==> config.mk <==
export PLATFORM = sky130hd
export DESIGN_NAME = prng_word_gen_flat
export DESIGN_NICKNAME = d
export VERILOG_FILES = /design/src/rtl/prng_pkg.sv /design/src/rtl/prng_word_gen_if.sv /design/src/rtl/lfsr_galois.sv /design/src/rtl/prng_word_gen.sv /design/src/flat_wrapper.sv
export SDC_FILE = /design/constraint.sdc
export NUM_CORES = 1
export LEC_CHECK = 0
export ABC_AREA = 1
export ABC_CLOCK_PERIOD_IN_PS = 3200
export CORE_MARGIN = 1.5
export CORE_UTILIZATION = 45
export DETAILED_ROUTE_END_ITERATION = 8
export PLACE_DENSITY_LB_ADDON = 0.1
export SLEW_MARGIN = 40
export SYNTH_ARGS = -nofsm -noshare
export SYNTH_HDL_FRONTEND = slang
export SYNTH_HIERARCHICAL = 1
export SYNTH_SLANG_ARGS = --single-unit
==> constraint.sdc <==
create_clock -name clk -period 3.2 [get_ports clk]
set_clock_uncertainty 0.1 [all_clocks]
set_input_delay 0.32 -clock clk [delete_from_list [all_inputs] [get_ports clk]]
set_output_delay 0.32 -clock clk [all_outputs]
set_load 0.01 [all_outputs]
==> src/rtl/prng_pkg.sv <==
// Shared constants and FSM state type for the pseudorandom word generator.
package prng_pkg;

  localparam logic [31:0] DEFAULT_TAPS  = 32'h8020_0003;
  localparam int unsigned ZERO_SEED_SUB = 1;

  typedef enum logic [1:0] {
    IDLE,
    LOAD,
    RUN,
    DONE
  } state_e;

endpackage

==> src/rtl/prng_word_gen_if.sv <==
// Request/response bundle between the GA controller and the word generator.
interface prng_word_gen_if #(
  parameter int WIDTH    = 8,
  parameter int LFSR_LEN = 32
);
  logic                start;
  logic                reseed;
  logic [LFSR_LEN-1:0] seed;
  logic [WIDTH-1:0]    value;
  logic                busy;
  logic                done;

  modport master (output start, reseed, seed, input value, busy, done);
  modport slave  (input start, reseed, seed, output value, busy, done);
endinterface

==> src/rtl/lfsr_galois.sv <==
// Right-shifting Galois LFSR that advances STEP positions per enabled clock.
module lfsr_galois
  import prng_pkg::*;
#(
  parameter int                  LFSR_LEN = 32,
  parameter logic [LFSR_LEN-1:0] TAPS     = DEFAULT_TAPS,
  parameter int                  STEP     = 1
) (
  input  logic                clk,
  input  logic                reset,
  input  logic                load,
  input  logic [LFSR_LEN-1:0] load_value,
  input  logic                advance,
  output logic [LFSR_LEN-1:0] state,
  output logic [STEP-1:0]     out_bits
);

  logic [LFSR_LEN-1:0] state_q;
  logic [LFSR_LEN-1:0] state_d;
  logic [LFSR_LEN-1:0] chain [STEP+1];

  assign chain[0] = state_q;

  // Earliest emitted bit of the group lands in out_bits[STEP-1].
  for (genvar i = 0; i < STEP; i++) begin : g_unroll
    assign chain[i+1]          = (chain[i] >> 1) ^ (chain[i][0] ? TAPS : '0);
    assign out_bits[STEP-1-i]  = chain[i][0];
  end

  assign state_d = chain[STEP];
  assign state   = state_q;

  always_ff @(posedge clk) begin
    if (reset) begin
      state_q <= LFSR_LEN'(ZERO_SEED_SUB);
    end else if (load) begin
      state_q <= load_value;
    end else if (advance) begin
      state_q <= state_d;
    end
  end

endmodule

==> src/rtl/prng_word_gen.sv <==
// Builds WIDTH-bit pseudorandom words from a Galois LFSR, reloading the seed only when needed.
module prng_word_gen
  import prng_pkg::*;
#(
  parameter int                  WIDTH    = 8,
  parameter int                  LFSR_LEN = 32,
  parameter logic [LFSR_LEN-1:0] TAPS     = DEFAULT_TAPS,
  parameter int                  STEP     = 1
) (
  input logic             clk,
  input logic             reset,
  prng_word_gen_if.slave  bus
);

  localparam int N_CYC = WIDTH / STEP;
  localparam int CNT_W = $clog2(N_CYC + 1);

  state_e              state_q;
  logic [CNT_W-1:0]    cnt_q;
  logic [WIDTH-1:0]    value_q;
  logic                busy_q;
  logic                done_q;
  logic                seed_valid_q;
  logic [LFSR_LEN-1:0] last_seed_q;
  logic [LFSR_LEN-1:0] seed_q;

  logic [LFSR_LEN-1:0] eff_seed;
  logic [LFSR_LEN-1:0] lfsr_state;
  logic [STEP-1:0]     group;
  logic                need_load;

  // The all-zero state would lock the LFSR up, so it is never loaded.
  assign eff_seed  = (seed_q == '0) ? LFSR_LEN'(ZERO_SEED_SUB) : seed_q;
  assign need_load = bus.reseed || !seed_valid_q || (bus.seed != last_seed_q);

  lfsr_galois #(
    .LFSR_LEN (LFSR_LEN),
    .TAPS     (TAPS),
    .STEP     (STEP)
  ) u_lfsr (
    .clk        (clk),
    .reset      (reset),
    .load       (state_q == LOAD),
    .load_value (eff_seed),
    .advance    (state_q == RUN),
    .state      (lfsr_state),
    .out_bits   (group)
  );

  always_ff @(posedge clk) begin
    if (reset) begin
      state_q      <= IDLE;
      cnt_q        <= '0;
      value_q      <= '0;
      busy_q       <= 1'b0;
      done_q       <= 1'b0;
      seed_valid_q <= 1'b0;
      last_seed_q  <= '0;
    end else begin
      done_q <= 1'b0;
      case (state_q)
        IDLE: begin
          if (bus.start) begin
            seed_q  <= bus.seed;
            cnt_q   <= '0;
            value_q <= '0;
            busy_q  <= 1'b1;
            state_q <= need_load ? LOAD : RUN;
          end
        end
        LOAD: begin
          last_seed_q  <= seed_q;
          seed_valid_q <= 1'b1;
          value_q      <= '0;
          state_q      <= RUN;
        end
        RUN: begin
          value_q <= (value_q << STEP) | WIDTH'(group);
          cnt_q   <= cnt_q + 1'b1;
          if (cnt_q == CNT_W'(N_CYC - 1)) begin
            busy_q  <= 1'b0;
            done_q  <= 1'b1;
            state_q <= DONE;
          end
        end
        DONE: begin
          state_q <= IDLE;
        end
        default: state_q <= IDLE;
      endcase
    end
  end

  assign bus.value = value_q;
  assign bus.busy  = busy_q;
  assign bus.done  = done_q;

endmodule

==> src/flat_wrapper.sv <==
// flat-port wrapper written by rule: the top's interface ports become plain ports
module prng_word_gen_flat import prng_pkg::*;
#(
  parameter int                  WIDTH    = 8,
  parameter int                  LFSR_LEN = 32,
  parameter logic [LFSR_LEN-1:0] TAPS     = DEFAULT_TAPS,
  parameter int                  STEP     = 1
)
  (clk, reset, bus_start, bus_reseed, bus_seed, bus_value, bus_busy, bus_done);
  prng_word_gen_if #(.WIDTH(WIDTH), .LFSR_LEN(LFSR_LEN)) bus_i ();
  input logic clk;
  input logic reset;
  input wire logic [$bits(bus_i.start)-1:0] bus_start;
  input wire logic [$bits(bus_i.reseed)-1:0] bus_reseed;
  input wire logic [$bits(bus_i.seed)-1:0] bus_seed;
  output wire logic [$bits(bus_i.value)-1:0] bus_value;
  output wire logic [$bits(bus_i.busy)-1:0] bus_busy;
  output wire logic [$bits(bus_i.done)-1:0] bus_done;
  assign bus_i.start = bus_start;
  assign bus_i.reseed = bus_reseed;
  assign bus_i.seed = bus_seed;
  assign bus_value = bus_i.value;
  assign bus_busy = bus_i.busy;
  assign bus_done = bus_i.done;
  prng_word_gen #(.WIDTH(WIDTH), .LFSR_LEN(LFSR_LEN), .TAPS(TAPS), .STEP(STEP)) u_core (.clk(clk), .reset(reset), .bus(bus_i));
endmodule
==> metrics.md, run 1 <==
| Metric | Value |
|---|---|
| Post-DP HPWL | `7990 um` |
| Worst-case clock buffer depth | `2` |
| # setup viols final | `0` |
| GR Overflow Total | `0` |
| Initial drt markers | `199` |
| Leading cell type in the layout, fill and taps excluded | `nand2_1` |
| Routed WL | `roughly 12,000 um` |
| Vias in the first global route | `4,026` |
| Final worst-path cycle share | `approximately 75%` |
| Crit path max-delay cell type | `clkinv_2` |
| Num ports | `46` |
| Worst-Skew Late Latency | `420 ps` |
| Cts bufs inserted | `17` |
| Crit path DAT | `around 2600 ps` |
| Clock Tree Root | `clkbuf_16` |
| Vias per inst | `4.93` |
| Total track usage | `22.0%` |
| Synthesis-to-layout area growth | `19.6%` |
| Hold Slack | `around 360 ps` |
| Filler cells | `1,029` |
| Clk slew on worst S/H paths | `50 ps` |
| Ant diodes | `0` |
| Worst VDD drop | `0.458 mV` |
| Synthesized cell area | `0.00514 mm2` |
| DRC viols | `0` |
| Nets | `740` |
| H-tree depth | `4` |
| Tmin final | `between 2000 and 2500 ps` |
| Setup TNS | `0 ps` |
| Achievable Freq | `419 MHz` |
| Yosys warns | `6` |
| Worst hold-check path type | `flip-flop to flip-flop` |
| Core ar. | `0.0110 mm2` |
| Layout cells sized above 1 | `8.27%` |
| Cells after Synth | `686` |
| Number of post-CTS setup repair buffers | `0` |
| RSZ-0062 raised after global routing | `no` |
| Routed length per instance | `13.8 um` |
| Width of the die | `110 um` |
| Antenna violations before repair | `0` |
| Pwr dens | `~940 mW/mm2` |
| Critical Path End Type | `flip-flop` |
| Slew margin rel. | `49.2%` |
| Largest net degree at the start of global routing | `57` |
| GPL Wtd Cong | `0.786` |
| Cell count along the critical path | `5` |
| Vias | `~4.2k` |
| Post-DRT Antenna Nets | `0` |
| Status | `finished clean` |
| Post-cts sizing count | `0` |
| Top Family by Delay on Critical Path | `buffers and inverters` |
| Starting density of the core | `46.8%` |
| Row cnt | `38` |
| R2R cell count | `5` |
| Final Max Tran Viols | `0` |
| First-pass GRT wire length | `roughly 20,000 um` |
| Clock sink count | `roughly 110` |
| Tightest Pin Transition | `760 ps` |
| CP cell instances | `inv_1 -> ha_1 -> clkinv_2 -> o21ai_0 -> a21oi_1` |
| Die area | `around 0.012 mm2` |
| Hold Path Cell Cnt | `2` |
| Syn Nets | `approximately 730` |
| Startpoint Class | `flip-flop` |
| Die H | `around 110 um` |
| P_leak | `0.00277 uW` |
| Maxcap violations | `0` |
| WP buf/inv | `2` |
| Syn_area_per_cell | `7.49 um2` |
| PortBufs | `45` |
| CTS tree | `done` |
| Hold_buf cts | `0` |
| Max incr delay on CP | `690 ps` |
| Fin. Hold Viols | `0` |
| Req. time, crit path | `3370 ps` |
| DR pass1 iterations | `4` |
| Commonest non-fill, non-tap cells in the layout | `174 x nand2_1, 90 x inv_1, 81 x dfxtp_1` |
| WS Path Type | `flip-flop to flip-flop` |
| Worst-path maximum fanout | `56` |
-- tightest hold or removal path, delay by kind of cell (launching register included) --
family / cells / cell delay [ps]
buf+inv: 1 / 50
flops: 1 / 310
compound gates: 1 / 50
-- area by class of cell --
type | count | area [um2] | share of cell area [%]
repair buffers | 53 | 510 | 8.31
clock inverters | 10 | 78.8 | 1.28
inverters | 101 | 383 | 6.23
multi-input cells | 414 | 1920 | 31.2
clock buffers | 22 | 495 | 8.07
well taps | 140 | 175 | 2.85
flip-flops and latches | 113 | 2580 | 42.0
-- registers in the layout, summed over array words and instances (netlist names) --
register             cells
u_core/state_q           2
u_core/bus.busy          1
u_core/seed_q           32
u_core/cnt_q             4
u_core/u_lfsr/state     32
u_core/seed_valid_q      1
u_core/bus.value         8
u_core/bus.done          1
u_core/last_seed_q      32
-- power by group --
| group | switching (uW) | internal [uW] |
|---|---|---|
| registers | 242 | 1890 |
| logic | 1190 | 646 |
| clock network | 642 | 1170 |
-- metrics by stage --
step | util, % | setup slack (ps) | instances | instance area [um2] | total power, uW
CTS | 55.9 | 1050 | 853 | 6140 | 5820
global route | 55.9 | 497 | 853 | 6140 | 6200
global placement | 50.7 | 1020 | 821 | 5570 | 3940
floorplan | - | 636 | 686 | 5140 | 3520
finish | 55.9 | 813 | 853 | 6140 | 5780
detailed placement | 50.7 | 956 | 821 | 5570 | 3990
-- per-layer routing --
metal,GRT usage (%),routed length (um),vias to the layer above
met3,5.87,617,6
li1,-,-,2188
met5,0,0,-
met4,9.65,97,0
met1,29.7,5630,1925
met2,33.2,5430,90
-- path summary, 6_finish.rpt --
kind	start	to	slack [ps]
max	u_core/state_q[1]	u_core/last_seed_q[25]	810
min	u_core/last_seed_q[17]	u_core/last_seed_q[17]	360
max reg2reg	u_core/state_q[1]	u_core/last_seed_q[25]	810
min reg2reg	u_core/last_seed_q[17]	u_core/last_seed_q[17]	360
No activity file was read; power rests on OpenSTA's default activity.
==> run 2: changes to the inputs <==
--- a/config.mk
+++ b/config.mk
@@ -6,7 +6,7 @@
 export NUM_CORES = 1
 export LEC_CHECK = 0
 export ABC_AREA = 1
-export ABC_CLOCK_PERIOD_IN_PS = 3200
+export ABC_CLOCK_PERIOD_IN_PS = 2500
 export CORE_MARGIN = 1.5
 export CORE_UTILIZATION = 45
 export DETAILED_ROUTE_END_ITERATION = 8
==> constraint.sdc (replaced) <==
create_clock -name clk -period 2.5 [get_ports clk]
set_clock_uncertainty 0.1 [all_clocks]
set_input_delay 0.25 -clock clk [delete_from_list [all_inputs] [get_ports clk]]
set_output_delay 0.25 -clock clk [all_outputs]
set_load 0.01 [all_outputs]
==> run 2 against run 1 <==
Die area unchanged. Routed wire length decreased by 1.5%. Largest cell class unchanged. Sequential power increased by 28%. Count of clock-buffer cells in the layout increased by 3. Clock power increased by 37%. Non-clock buffer count increased by 4. Worst hold slack got worse by 31 ps. Fmax increased by 26%. Register-to-register slack got worse by 210 ps. Power increased by 33%.
==> metrics.md, run 2 (same netlist as run 1, synthesis figures left out) <==
| Metric | Value |
|---|---|
| Nets | `744 (+0.54%)` |
| Routed length per instance | `13.5 um (-2.0%)` |
| Clock sink count | `113 (unchanged)` |
| Worst VDD drop | `0.740 mV (+62%)` |
| Clock Tree Root | `clkbuf_16` |
| Area after DPL | `0.00564 mm2 (+1.2%)` |
| Vias per inst | `4.96 (+0.50%)` |
| Die area | `0.0121 mm2 (unchanged)` |
| Number of post-CTS setup repair buffers | `0 (unchanged)` |
| CP dominant cell by count | `inv_1` |
| Fin. Hold Viols | `0 (unchanged)` |
| GPL Wtd Cong | `0.782 (-0.53%)` |
| CTS tree | `done` |
| Final worst-path cycle share | `75.8% (+1.2 points)` |
| Initial drt markers | `221 (+11%)` |
| Vias | `4,250 (+0.97%)` |
| Worst Setup SP | `u_core/state_q[0]` |
| Met2 wire length | `5290 um (-2.5%)` |
| Crit path max-delay cell type | `dfxtp_1` |
| Row cnt | `38 (unchanged)` |
| Clk slew on worst S/H paths | `50 ps (about the same)` |
| Pwr dens | `1230 mW/mm2 (+30%)` |
| Setup TNS | `0 ps (unchanged)` |
| Width of the die | `110 um (unchanged)` |
| Max incr delay on CP | `320 ps (-370 ps)` |
| Final Max Tran Viols | `0 (unchanged)` |
| Maxcap violations | `0 (unchanged)` |
| P_leak | `0.00281 uW (+1.5%)` |
| Worst-path maximum fanout | `20 (-64%)` |
| Worst-case clock buffer depth | `2 (unchanged)` |
| Max Used Layer | `met4` |
| Met3 WL | `403 um (-35%)` |
| Total track usage | `21.3% (-0.72 points)` |
| Die H | `110 um (unchanged)` |
| Post-DRT Antenna Nets | `0 (unchanged)` |
| RSZ-0062 raised after global routing | `no` |
| Status | `finished clean` |
| Tightest Pin Transition | `490 ps (-270 ps)` |
| H-tree depth | `4 (unchanged)` |
| Worst-Skew Late Latency | `400 ps (-20 ps)` |
| Slew margin rel. | `67.2% (+18 points)` |
| PortBufs | `45 (unchanged)` |
| Largest net degree at the start of global routing | `45 (-21%)` |
| Num ports | `46 (unchanged)` |
| Cts bufs inserted | `17 (unchanged)` |
| Ant diodes | `0 (unchanged)` |
| Synthesis-to-layout area growth | `21.8%` |
| Commonest non-fill, non-tap cells in the layout | `174 x nand2_1, 90 x inv_1, 81 x dfxtp_1` |
| DR pass1 iterations | `4 (unchanged)` |
| Hold Slack | `334 ps (-30.5 ps)` |
| Starting density of the core | `46.8% (unchanged)` |
| Final core utilization | `57.0% (+1.0 points)` |
| Startpoint Class | `flip-flop` |
| Hold path startpoint | `bus_seed[29]` |
| Tmin final | `1900 ps (-491 ps)` |
| Core ar. | `0.0110 mm2 (unchanged)` |
| R2r startpoint | `u_core/state_q[0]` |
| Power Total | `7680 uW (+33%)` |
| Wl on met1 | `5760 um (+2.3%)` |
| Critical Path End Type | `flip-flop` |
| Req. time, crit path | `2690 ps (-680 ps)` |
| Post-cts sizing count | `0 (unchanged)` |
| Routed WL | `11,600 um (-1.5%)` |
| Worst hold-check path type | `primary input to flip-flop` |
| First-pass GRT wire length | `19,400 um (-1.7%)` |
| Crit path DAT | `2080 ps (-480 ps)` |
| CP cell instances | `inv_1 -> ha_1 -> buf_4 -> inv_1 -> o21ai_2 -> inv_1 -> o21ai_0 -> a21oi_1` |
| DRC viols | `0 (unchanged)` |
| Antenna violations before repair | `0 (unchanged)` |
| Post-DP HPWL | `7910 um (-0.96%)` |
| WS Path Type | `flip-flop to flip-flop` |
| Layout cells sized above 1 | `8.51% (+0.23 points)` |
| # setup viols final | `0 (unchanged)` |
| Vias in the first global route | `4,044 (+0.45%)` |
| Final instance area | `0.00626 mm2 (+1.9%)` |
| Hold_buf cts | `0 (unchanged)` |
| Leading cell type in the layout, fill and taps excluded | `nand2_1` |
| Achievable Freq | `528 MHz (+26%)` |
| GR Overflow Total | `0 (unchanged)` |
-- run 2: cell types whose count changed in the layout (fill, tap and decap cells not counted) --
cell,change
buf_12,+3
buf_4,+1
bufinv_16,+1
clkbuf_1,+2
clkbuf_16,+1
clkinv_2,-5
clkinv_4,+2
clkinvlp_4,+1
inv_2,+1
inv_4,-3
-- run 2: stage by stage --
stage	instances	setup slack [ps]
after floorplan	686	466
after global placement	825	584
after detailed placement	825	580
after CTS	857	625
after global routing	857	412
final	857	604
-- run 2: final timing paths --
path                       endpoint  slack (ps)  cells past startpoint
min               u_core/seed_q[29]         330                      1
min reg2reg  u_core/last_seed_q[17]         360                      2
max reg2reg         u_core/bus.busy         600                      8
max                 u_core/bus.busy         600                      8
-- run 2: worst max-delay path: cells and delay by family (launching register included) --
family,cells,cell delay (ps)
adders and majority gates,1,240
buffers and inverters,4,630
DFF,1,320
AOI/OAI and AO/OA,3,490
-- run 2: cell type report --
type / count / area [um2]
clock inverter: 7 / 95.1
fill: 1006 / 4720
inverter: 101 / 382
sequential: 113 / 2580
clock buffer: 25 / 528
tap: 140 / 175
timing repair buffer: 57 / 578
multi-input combinational: 414 / 1920
-- run 2: power breakdown --
part	total, uW	internal (uW)	switching [uW]
clock network	2480	1670	818
logic	2480	920	1560
registers	2720	2410	303
total	7680	5000	2680
-- run 2: per-layer routing --
| layer | vias up | global-route usage (%) |
|---|---|---|
| met3 | 10 | 5.57 |
| met2 | 77 | 33.3 |
| li1 | 2195 | - |
| met1 | 1968 | 29.2 |
| met4 | 0 | 5.84 |
| met5 | - | 0 |
==> run 3: changes to the inputs <==
--- a/config.mk
+++ b/config.mk
@@ -6,7 +6,7 @@
 export NUM_CORES = 1
 export LEC_CHECK = 0
 export ABC_AREA = 1
-export ABC_CLOCK_PERIOD_IN_PS = 2500
+export ABC_CLOCK_PERIOD_IN_PS = 1800
 export CORE_MARGIN = 1.5
 export CORE_UTILIZATION = 45
 export DETAILED_ROUTE_END_ITERATION = 8
==> constraint.sdc (replaced) <==
create_clock -name clk -period 1.8 [get_ports clk]
set_clock_uncertainty 0.1 [all_clocks]
set_input_delay 0.18 -clock clk [delete_from_list [all_inputs] [get_ports clk]]
set_output_delay 0.18 -clock clk [all_outputs]
set_load 0.01 [all_outputs]
==> run 3 against run 2 <==
Via count up 1.3%. Cell count up 1.2%. Flip-flop and latch count unchanged.
==> metrics.md, run 3 (same netlist as run 1, synthesis figures left out) <==
| Metric | Value |
|---|---|
| Status | `finished clean` |
| Clk slew on worst S/H paths | `50 ps (about the same)` |
| Nets | `754 (+1.3%)` |
| Leading cell type in the layout, fill and taps excluded | `nand2_1` |
| Post-DP HPWL | `8460 um (+7.0%)` |
| Met2 wire length | `5530 um (+4.5%)` |
| Multi-input logic area | `0.00193 mm2 (+0.52%)` |
| PortBufs | `45 (unchanged)` |
| Final worst-path cycle share | `92.2% (+16 points)` |
| WS Path Type | `flip-flop to flip-flop` |
| Placement Setup Slack | `37.2 ps (-543 ps)` |
| Fin. Hold Viols | `0 (unchanged)` |
| Slew margin rel. | `75.5% (+8.3 points)` |
| Worst hold-check path type | `primary input to flip-flop` |
| Tmin final | `1660 ps (-236 ps)` |
| RSZ-0062 raised after global routing | `no` |
| Routed WL | `12,100 um (+4.5%)` |
| Routed length per instance | `14.0 um (+3.3%)` |
| Cts bufs inserted | `17 (unchanged)` |
| Max Used Layer | `met4` |
| Max incr delay on CP | `320 ps (about the same)` |
| CP cell instances | `inv_1 -> ha_2 -> inv_1 -> o21ai_2 -> inv_1 -> o21ai_0 -> a21oi_1` |
| P_leak | `0.00285 uW (+1.6%)` |
| H-tree depth | `4 (unchanged)` |
| DRC viols | `0 (unchanged)` |
| Hold_buf cts | `0 (unchanged)` |
| Ant diodes | `0 (unchanged)` |
| Worst-Skew Late Latency | `410 ps (about the same)` |
| Startpoint Class | `flip-flop` |
| Worst VDD drop | `1.17 mV (+58%)` |
| Worst-case clock buffer depth | `2 (unchanged)` |
| GR Overflow Total | `0 (unchanged)` |
| Antenna violations before repair | `0 (unchanged)` |
| Power Total | `10,900 uW (+42%)` |
| Crit path max-delay cell type | `dfxtp_1` |
| Width of the die | `110 um (unchanged)` |
| # setup viols final | `0 (unchanged)` |
| Dpl cells | `835 (+1.2%)` |
| Wl on met1 | `5810 um (+0.87%)` |
| Initial drt markers | `283 (+28%)` |
| Req. time, crit path | `2000 ps (-690 ps)` |
| Final Max Tran Viols | `0 (unchanged)` |
| Post-cts sizing count | `0 (unchanged)` |
| Layout cells sized above 1 | `10.0% (+1.5 points)` |
| Tightest Pin Transition | `364 ps (-126 ps)` |
| CTS tree | `done` |
| Met3 WL | `630 um (+56%)` |
| Final core utilization | `57.9% (+0.95 points)` |
| Die H | `110 um (unchanged)` |
| Vias in the first global route | `4,069 (+0.62%)` |
| Filler cells | `996 (-0.99%)` |
| Achievable Freq | `602 MHz (+14%)` |
| Post-DRT Antenna Nets | `0 (unchanged)` |
| Critical Path End Type | `flip-flop` |
| Pwr dens | `1710 mW/mm2 (+40%)` |
| Core ar. | `0.0110 mm2 (unchanged)` |
| Largest net degree at the start of global routing | `43 (-4.4%)` |
| DR pass1 iterations | `5 (+1)` |
| Setup WS post-layout | `140 ps (-464 ps)` |
| Vias | `4,306 (+1.3%)` |
| Starting density of the core | `46.8% (unchanged)` |
| FF+latch area | `0.00258 mm2 (unchanged)` |
| GPL Wtd Cong | `0.840 (+7.4%)` |
| Layout Cells excl Fill | `867 (+1.2%)` |
| Row cnt | `38 (unchanged)` |
| Setup TNS | `0 ps (unchanged)` |
| Synthesis-to-layout area growth | `23.8%` |
| Clock sink count | `113 (unchanged)` |
| Die area | `0.0121 mm2 (unchanged)` |
| Number of post-CTS setup repair buffers | `0 (unchanged)` |
| Commonest non-fill, non-tap cells in the layout | `174 x nand2_1, 90 x inv_1, 81 x dfxtp_1` |
| First-pass GRT wire length | `19,500 um (+0.43%)` |
| Num ports | `46 (unchanged)` |
| Clock Tree Root | `clkbuf_16` |
| Worst-path maximum fanout | `5 (-75%)` |
| Total track usage | `21.5% (+0.22 points)` |
| Vias per inst | `4.97 (+0.15%)` |
| CP dominant cell by count | `inv_1` |
| Crit path DAT | `1860 ps (-220 ps)` |
| Maxcap violations | `0 (unchanged)` |
[run 3: per-layer routing]
metal,global-route usage (%),vias to the layer above
met1,28.1,1980
met3,5.75,13
met5,0,-
li1,-,2210
met4,8.53,0
met2,33.9,103
[run 3: final timing paths]
kind	from	endpoint	slack [ps]	cells past startpoint
setup / recovery	u_core/state_q[0]	u_core/bus.busy	140	7
hold / removal	bus_seed[30]	u_core/seed_q[30]	270	1
setup reg to reg	u_core/state_q[0]	u_core/bus.busy	140	7
hold reg to reg	u_core/last_seed_q[31]	u_core/last_seed_q[31]	370	2
[run 3: metrics by stage]
step	instance area, um2	hold slack, ps
finish	6360	274
global route	6360	261
CTS	6360	261
detailed placement	5770	361
global placement	5770	352
floorplan	5150	149
[run 3: final cells by class]
| type | instances | share of cell area (%) |
|---|---|---|
| sequential | 113 | 40.6 |
| multi-input combinational | 414 | 30.3 |
| timing repair buffer | 67 | 11.1 |
| clock buffer | 18 | 6.75 |
| inverter | 101 | 6.00 |
| tap | 140 | 2.75 |
| clock inverter | 14 | 2.56 |
[run 3: critical path, delay by kind of cell, from the launching register on]
family          cells  cell delay, ps
compound gates      3             500
buf+inv             3             350
flops               1             320
fa+ha+maj           1             270
[run 3: power breakdown]
group / switching (uW) / internal [uW]
combinational: 2250 / 1500
sequential: 425 / 3350
clock: 1200 / 2170
